<file path="config.mk">
export PLATFORM = sky130hd
export DESIGN_NAME = window_timer_arbiter
export DESIGN_NICKNAME = d
export VERILOG_FILES = /design/src/rtl/window_timer_arbiter_pkg.sv /design/src/rtl/window_timer_arbiter_rr_picker.sv /design/src/rtl/window_timer_arbiter.sv
export SDC_FILE = /design/constraint.sdc
export NUM_CORES = 1
export LEC_CHECK = 0
export ABC_CLOCK_PERIOD_IN_PS = 5700
export CORE_AREA = 5 5 71 73
export DETAILED_ROUTE_END_ITERATION = 10
export DIE_AREA = 0 0 76 78
export PLACE_DENSITY = 0.91
export SYNTH_ARGS = -nofsm -noshare
export SYNTH_HDL_FRONTEND = slang
export SYNTH_SLANG_ARGS = --single-unit
</file>
<file path="constraint.sdc">
create_clock -name clk -period 5.7 [get_ports clk]
set_clock_uncertainty 0.05 [all_clocks]
set_input_delay 0.57 -clock clk [delete_from_list [all_inputs] [get_ports clk]]
set_output_delay 0.57 -clock clk [all_outputs]
set_load 0.02 [all_outputs]
</file>
<file path="src/rtl/window_timer_arbiter_pkg.sv">
// ============================================================================
// Module  : window_timer_pkg
// Brief   : Shared types and default timing constants for window_timer_arbiter
// Revision: 1.0 - initial release
// ============================================================================
`default_nettype none

package window_timer_pkg;

    typedef enum logic [1:0] {
        ST_IDLE   = 2'd0,
        ST_WINDOW = 2'd1,
        ST_GUARD  = 2'd2
    } state_e;

    typedef enum logic [1:0] {
        REL_NONE    = 2'd0,
        REL_NORMAL  = 2'd1,
        REL_TIMEOUT = 2'd2,
        REL_ABORT   = 2'd3
    } rel_cause_e;

    localparam int DEF_T_MIN = 20;
    localparam int DEF_T_MAX = 40;
    localparam int DEF_GUARD = 2;

endpackage

`default_nettype wire

</file>
<file path="src/rtl/window_timer_arbiter_rr_picker.sv">
// ============================================================================
// Module  : rr_picker
// Brief   : Combinational round-robin selector starting the search after last_i
// Revision: 1.0 - initial release
// ============================================================================
`default_nettype none

module rr_picker #(
    parameter int N = 4
) (
    input  logic [N-1:0]         req_i,
    input  logic [$clog2(N)-1:0] last_i,
    output logic [$clog2(N)-1:0] sel_o,
    output logic                 valid_o
);

    localparam int IW = $clog2(N);

    // Walk offsets from farthest to nearest so the nearest set request wins.
    always_comb begin
        sel_o   = '0;
        valid_o = 1'b0;
        for (int i = N; i >= 1; i--) begin
            int idx;
            idx = int'(last_i) + i;
            if (idx >= N) begin
                idx = idx - N;
            end
            if (req_i[idx]) begin
                sel_o   = IW'(idx);
                valid_o = 1'b1;
            end
        end
    end

endmodule

`default_nettype wire

</file>
<file path="src/rtl/window_timer_arbiter.sv">
// ============================================================================
// Module  : window_timer_arbiter
// Brief   : Round-robin owner of a shared min/max window timer with guard gap
// Revision: 1.0 - initial release
// ============================================================================
`default_nettype none

module window_timer_arbiter
    import window_timer_pkg::*;
#(
    parameter int N_REQ = 4,
    parameter int T_MIN = DEF_T_MIN,
    parameter int T_MAX = DEF_T_MAX,
    parameter int CNT_W = 32,
    parameter int GUARD = DEF_GUARD
) (
    input  logic                     clk,
    input  logic                     reset,
    input  logic                     cfg_enable_i,
    input  logic [N_REQ-1:0]         req_i,
    input  logic [N_REQ-1:0]         done_i,
    output logic [N_REQ-1:0]         grant_o,
    output logic                     window_active_o,
    output logic [$clog2(N_REQ)-1:0] owner_id_o,
    output logic [CNT_W-1:0]         count_o,
    output logic                     timeout_pulse_o,
    output logic                     early_done_pulse_o,
    output logic                     abort_pulse_o
);

    localparam int IW = $clog2(N_REQ);
    localparam int GW = (GUARD > 1) ? $clog2(GUARD) : 1;
    localparam logic [CNT_W-1:0] C_T_MIN      = CNT_W'(T_MIN);
    localparam logic [CNT_W-1:0] C_T_MAX      = CNT_W'(T_MAX);
    localparam logic [GW-1:0]    C_GUARD_LAST = GW'((GUARD > 0) ? GUARD - 1 : 0);
    localparam logic [IW-1:0]    C_LAST_RST   = IW'(N_REQ - 1);
    localparam logic [N_REQ-1:0] C_ONE_HOT0   = {{(N_REQ-1){1'b0}}, 1'b1};

    state_e           state_q, state_d;
    logic [N_REQ-1:0] grant_q, grant_d;
    logic [IW-1:0]    owner_q, owner_d;
    logic [IW-1:0]    last_q, last_d;
    logic [CNT_W-1:0] count_q, count_d;
    logic [GW-1:0]    guard_q, guard_d;
    logic             timeout_q, timeout_d;
    logic             early_q, early_d;
    logic             abort_q, abort_d;

    rel_cause_e       w_cause;
    logic             w_early;
    logic [IW-1:0]    w_sel;
    logic             w_sel_valid;
    logic             w_owner_req;
    logic             w_owner_done;
    logic             w_start;

    rr_picker #(
        .N (N_REQ)
    ) u_rr_picker (
        .req_i   (req_i),
        .last_i  (last_q),
        .sel_o   (w_sel),
        .valid_o (w_sel_valid)
    );

    assign w_owner_req  = req_i[owner_q];
    assign w_owner_done = done_i[owner_q];
    assign w_start      = cfg_enable_i && w_sel_valid;

    // Release decision on the current count; earlier branches take priority.
    always_comb begin
        w_cause = REL_NONE;
        w_early = 1'b0;
        if (state_q == ST_WINDOW) begin
            if (!w_owner_req) begin
                w_cause = REL_ABORT;
            end else if (w_owner_done && (count_q >= C_T_MIN)) begin
                w_cause = REL_NORMAL;
            end else if (count_q >= C_T_MAX) begin
                w_cause = REL_TIMEOUT;
            end else if (w_owner_done) begin
                w_early = 1'b1;
            end
        end
    end

    always_ff @(posedge clk or negedge reset) begin
        if (!reset) begin
            state_q   <= ST_IDLE;
            grant_q   <= '0;
            owner_q   <= '0;
            last_q    <= C_LAST_RST;
            count_q   <= '0;
            guard_q   <= '0;
            timeout_q <= 1'b0;
            early_q   <= 1'b0;
            abort_q   <= 1'b0;
        end else begin
            state_q   <= state_d;
            grant_q   <= grant_d;
            owner_q   <= owner_d;
            last_q    <= last_d;
            count_q   <= count_d;
            guard_q   <= guard_d;
            timeout_q <= timeout_d;
            early_q   <= early_d;
            abort_q   <= abort_d;
        end
    end

    always_comb begin
        state_d = state_q;
        case (state_q)
            ST_IDLE: begin
                if (w_start) begin
                    state_d = ST_WINDOW;
                end
            end
            ST_WINDOW: begin
                if (w_cause != REL_NONE) begin
                    state_d = (GUARD > 0) ? ST_GUARD : ST_IDLE;
                end
            end
            ST_GUARD: begin
                if (guard_q == C_GUARD_LAST) begin
                    state_d = ST_IDLE;
                end
            end
            default: state_d = ST_IDLE;
        endcase
    end

    always_comb begin
        grant_d   = grant_q;
        owner_d   = owner_q;
        last_d    = last_q;
        count_d   = count_q;
        guard_d   = guard_q;
        timeout_d = (w_cause == REL_TIMEOUT);
        early_d   = w_early;
        abort_d   = (w_cause == REL_ABORT);
        case (state_q)
            ST_IDLE: begin
                if (w_start) begin
                    grant_d = C_ONE_HOT0 << w_sel;
                    owner_d = w_sel;
                    last_d  = w_sel;
                    count_d = '0;
                end
            end
            ST_WINDOW: begin
                if (w_cause != REL_NONE) begin
                    grant_d = '0;
                    count_d = '0;
                    guard_d = '0;
                end else begin
                    count_d = count_q + CNT_W'(1);
                end
            end
            ST_GUARD: begin
                guard_d = guard_q + GW'(1);
            end
            default: begin
                grant_d = '0;
                count_d = '0;
            end
        endcase
    end

    assign grant_o            = grant_q;
    assign window_active_o    = |grant_q;
    assign owner_id_o         = owner_q;
    assign count_o            = count_q;
    assign timeout_pulse_o    = timeout_q;
    assign early_done_pulse_o = early_q;
    assign abort_pulse_o      = abort_q;

endmodule

`default_nettype wire

</file>
==> impl_results.md <==
* Max H-tree Level at 2
* Routed wire length at 5510 µm
* Maxcap violations at 0
* Core Util, Final at 0.659
* Reg clk slew, reported paths at 100 ps
* Post-cts resize count at 0
* Initial antenna violation count at 0
* Dpl cell area at around 2700 µm²
* Slew margin rel. at 0.207
* CP cell instances: clkdlybuf4s50_1 -> nor4_1 -> o21a_1 -> nor4b_2 -> nand4_1 -> a21oi_1
* RSZ-0062 raised after global routing: false
* Crit end category: register
* Pin count of the biggest net entering global routing at 47
* First drt pass iteration count at 4
* N_diodes at 0
* Max incr delay on CP at between 1000 and 1500 ps
* Initial core utilization at 0.508
* Root Driver: clkbuf_8
* Final period util at 0.485
* 1st-iter DRT viols at between 150 and 200
* Clock Latency Late Sink at around 310 ps
* CTS tree: done
* Final worst path period need at 2770 ps
* Post-Syn Nets at 231
* Ports at 53
* Final setup fails at 0
* Worst-Margin Slew at 1190 ps
* Sequential element share of the synthesized area at 0.529
* Die Area at 5930 µm²
* Drt wl/cell at 17.0 µm
* Critical path fanouts, max at 13
* Pleak at 1.23 nW
* Cells after Synth at roughly 220
* Nets at 285
* Share of layout cells above drive strength 1 at 0.0733
* Reg2reg start: count_o[7]$_DFFE_PN0P_
* First-pass GRT wire length at 8870 µm
* Dpl cells at 317
* # DRC at 0
* Worst min path class: primary input to asynchronous set/reset pin
* Slowest CP cell: nor4b_2
* Register bit total from synthesis at 46
* Yosys cell types at 40
* Setup TNS at 0 ps
* Final instance area at 2830 µm²
* P&R area growth vs syn at 29.9%
* Die height at 78 µm
* Antenna Nets Post-Route at 0
* Worst setup startpoint: req_i[1]
* Vias in the first global route at about 1900
* Hold_buf cts at 0
* Number of setup buffers added after CTS at 0
* DIE WIDTH at 76 µm
* Crit start category: primary input
* Num Clock Sinks at 46
* GR Overflow Total at 0
* Inserted Clock Buffers at 5
* Final hold violation count at 0
* Status: finished, final reports clean
* Ys Warns at 0
* Core Box Area at 4290 µm²
* PortBufs at 52
* RePlAce Congestion at 0.858
* Total track usage at 0.181
* DR vias at between 1500 and 2000
* Clock Path Buffers at 2
* Worst vdd ir at 0.269 mV
* Fmax at between 300 and 400 MHz
* Syn Area/Cell at 10.0 µm²
* FP Rows at 24
* Final non-filler cell total at about 330
* CP Data Required Time at roughly 6000 ps
* Crit path DAT at between 2000 and 3000 ps
* Fin. max-slew vios at 0
* Post-DP HPWL at 3970 µm
* Mapped Area at 2180 µm²
* Kind of critical path: primary input to register
* Pwr/cell area at 367 nW/µm²
* Mean number of vias per cell at approximately 6
-- kinds of logic after synthesis --
family                   count (synthesis)  synth area share
AND/OR/NAND/NOR                        109             0.255
AO/OA/AOI/OAI                           48             0.157
multiplexers                             2            0.0207
flip-flops                              46             0.529
buffers and inverters                   11            0.0258
adder cells (fa/ha/maj)                  2            0.0115
-- final cells by class --
cell class / count / area (µm²)
Timing Repair Buffer: 52 / 515
Clock inverter: 2 / 16.3
Fill cell: 329 / 1460
Multi-Input combinational cell: 161 / 976
Tap cell: 52 / 65.1
Inverter: 6 / 22.5
Clock buffer: 6 / 82.6
Sequential cell: 46 / 1150
-- layer usage --
metal,track usage,up-vias,share of wire,wire (µm)
met2,0.311,70,0.52,2850
li1,-,913,-,-
met4,0.0623,0,0.013,70
met3,0.0370,9,0.049,272
met5,0,-,0,0
met1,0.228,972,0.42,2320
-- Yosys cell counts --
| cell type | instances | area (µm²) |
|---|---|---|
| nor3_1 | 4 | 20.0 |
| nor4_1 | 7 | 43.8 |
| a22o_1 | 1 | 8.76 |
| nand3_1 | 5 | 25.0 |
| o22ai_1 | 2 | 12.5 |
| nor4b_1 | 1 | 8.76 |
| nand4_1 | 5 | 31.3 |
| or4_1 | 1 | 7.51 |
| nand2b_1 | 5 | 31.3 |
| nor3b_1 | 1 | 7.51 |
| a2111oi_4 | 1 | 27.5 |
| dfstp_2 | 2 | 52.6 |
| inv_1 | 6 | 22.5 |
| a41oi_1 | 4 | 35.0 |
| and2_1 | 1 | 6.26 |
| nor2b_1 | 3 | 18.8 |
| nor4_2 | 1 | 12.5 |
| clkbuf_1 | 3 | 11.3 |
| a32o_1 | 1 | 10.0 |
| a21o_1 | 4 | 30.0 |
| ha_1 | 2 | 25.0 |
| or3_1 | 1 | 6.26 |
| a2111oi_2 | 1 | 15.0 |
| mux4_2 | 2 | 45.0 |
| nor2_4 | 1 | 11.3 |
| o311ai_0 | 1 | 8.76 |
| and3_1 | 7 | 43.8 |
| o21a_1 | 2 | 15.0 |
| nor2_1 | 44 | 165 |
| and4_1 | 5 | 43.8 |
| dfrtp_1 | 44 | 1100 |
| buf_6 | 2 | 22.5 |
| a211oi_1 | 1 | 7.51 |
| a31oi_1 | 15 | 93.8 |
| o21ai_0 | 5 | 25.0 |
| or2_2 | 1 | 6.26 |
| or3_4 | 1 | 11.3 |
| o2bb2ai_1 | 1 | 8.76 |
| a21oi_1 | 9 | 45.0 |
| nand2_1 | 15 | 56.3 |
-- worst max-delay path: cells and delay by family --
kind	cells	cell delay, ps
simple gates	3	1300
buf+inv	1	570
compound gates	2	510
-- placed cells by master (no fill, tap or decap), drive strengths merged, types with 3 or more instances in the layout --
cell type	instances
a21o	4
a21oi	9
o21ai	5
clkbuf	6
nand2b	5
a41oi	4
nor2b	3
dfrtp	44
and3	7
inv	7
nand2	15
nand3	5
clkdlybuf4s50	51
nor4	8
nor2	45
nand4	5
and4	5
nor3	4
a31oi	15
-- worst paths after layout --
kind,endpoint,slack [ps],depth (start not counted)
setup / recovery,count_o[17]$_DFFE_PN0P_,2930,6
hold / removal,count_o[30]$_DFFE_PN0P_,370,1
setup reg to reg,count_o[24]$_DFFE_PN0P_,3100,5
hold reg to reg,last_q[1]$_DFFE_PN1P_,470,2
max in group asynchronous,abort_pulse_o$_DFF_PN0_,4620,1
min in group clk,last_q[1]$_DFFE_PN1P_,470,2
-- registers in the layout, summed over array words and instances, names as in the netlist --
name / count
abort_pulse_o: 1
count_o: 32
early_done_pulse_o: 1
grant_o: 4
guard_q: 1
last_q: 2
owner_id_o: 2
state_q: 2
timeout_pulse_o: 1
-- where the power goes --
group	total [mW]	leakage (nW)	switching (mW)	internal, mW
Combinational	0.388	0.556	0.226	0.162
Clock	0.217	0.0478	0.117	0.100
Sequential	0.435	0.623	0.0542	0.380
-- stage by stage --
step | power, mW | setup WS, ps | hold slack (ps)
2_1_floorplan | 0.689 | 3350 | 224
3_3_place_gp | 0.811 | 2780 | 422
3_5_place_dp | 0.828 | 2680 | 458
4_1_cts | 1.04 | 2980 | 412
5_1_grt | 1.09 | 2730 | 477
6_report | 1.04 | 2930 | 369
No activity file was read; power rests on OpenSTA's default activity.
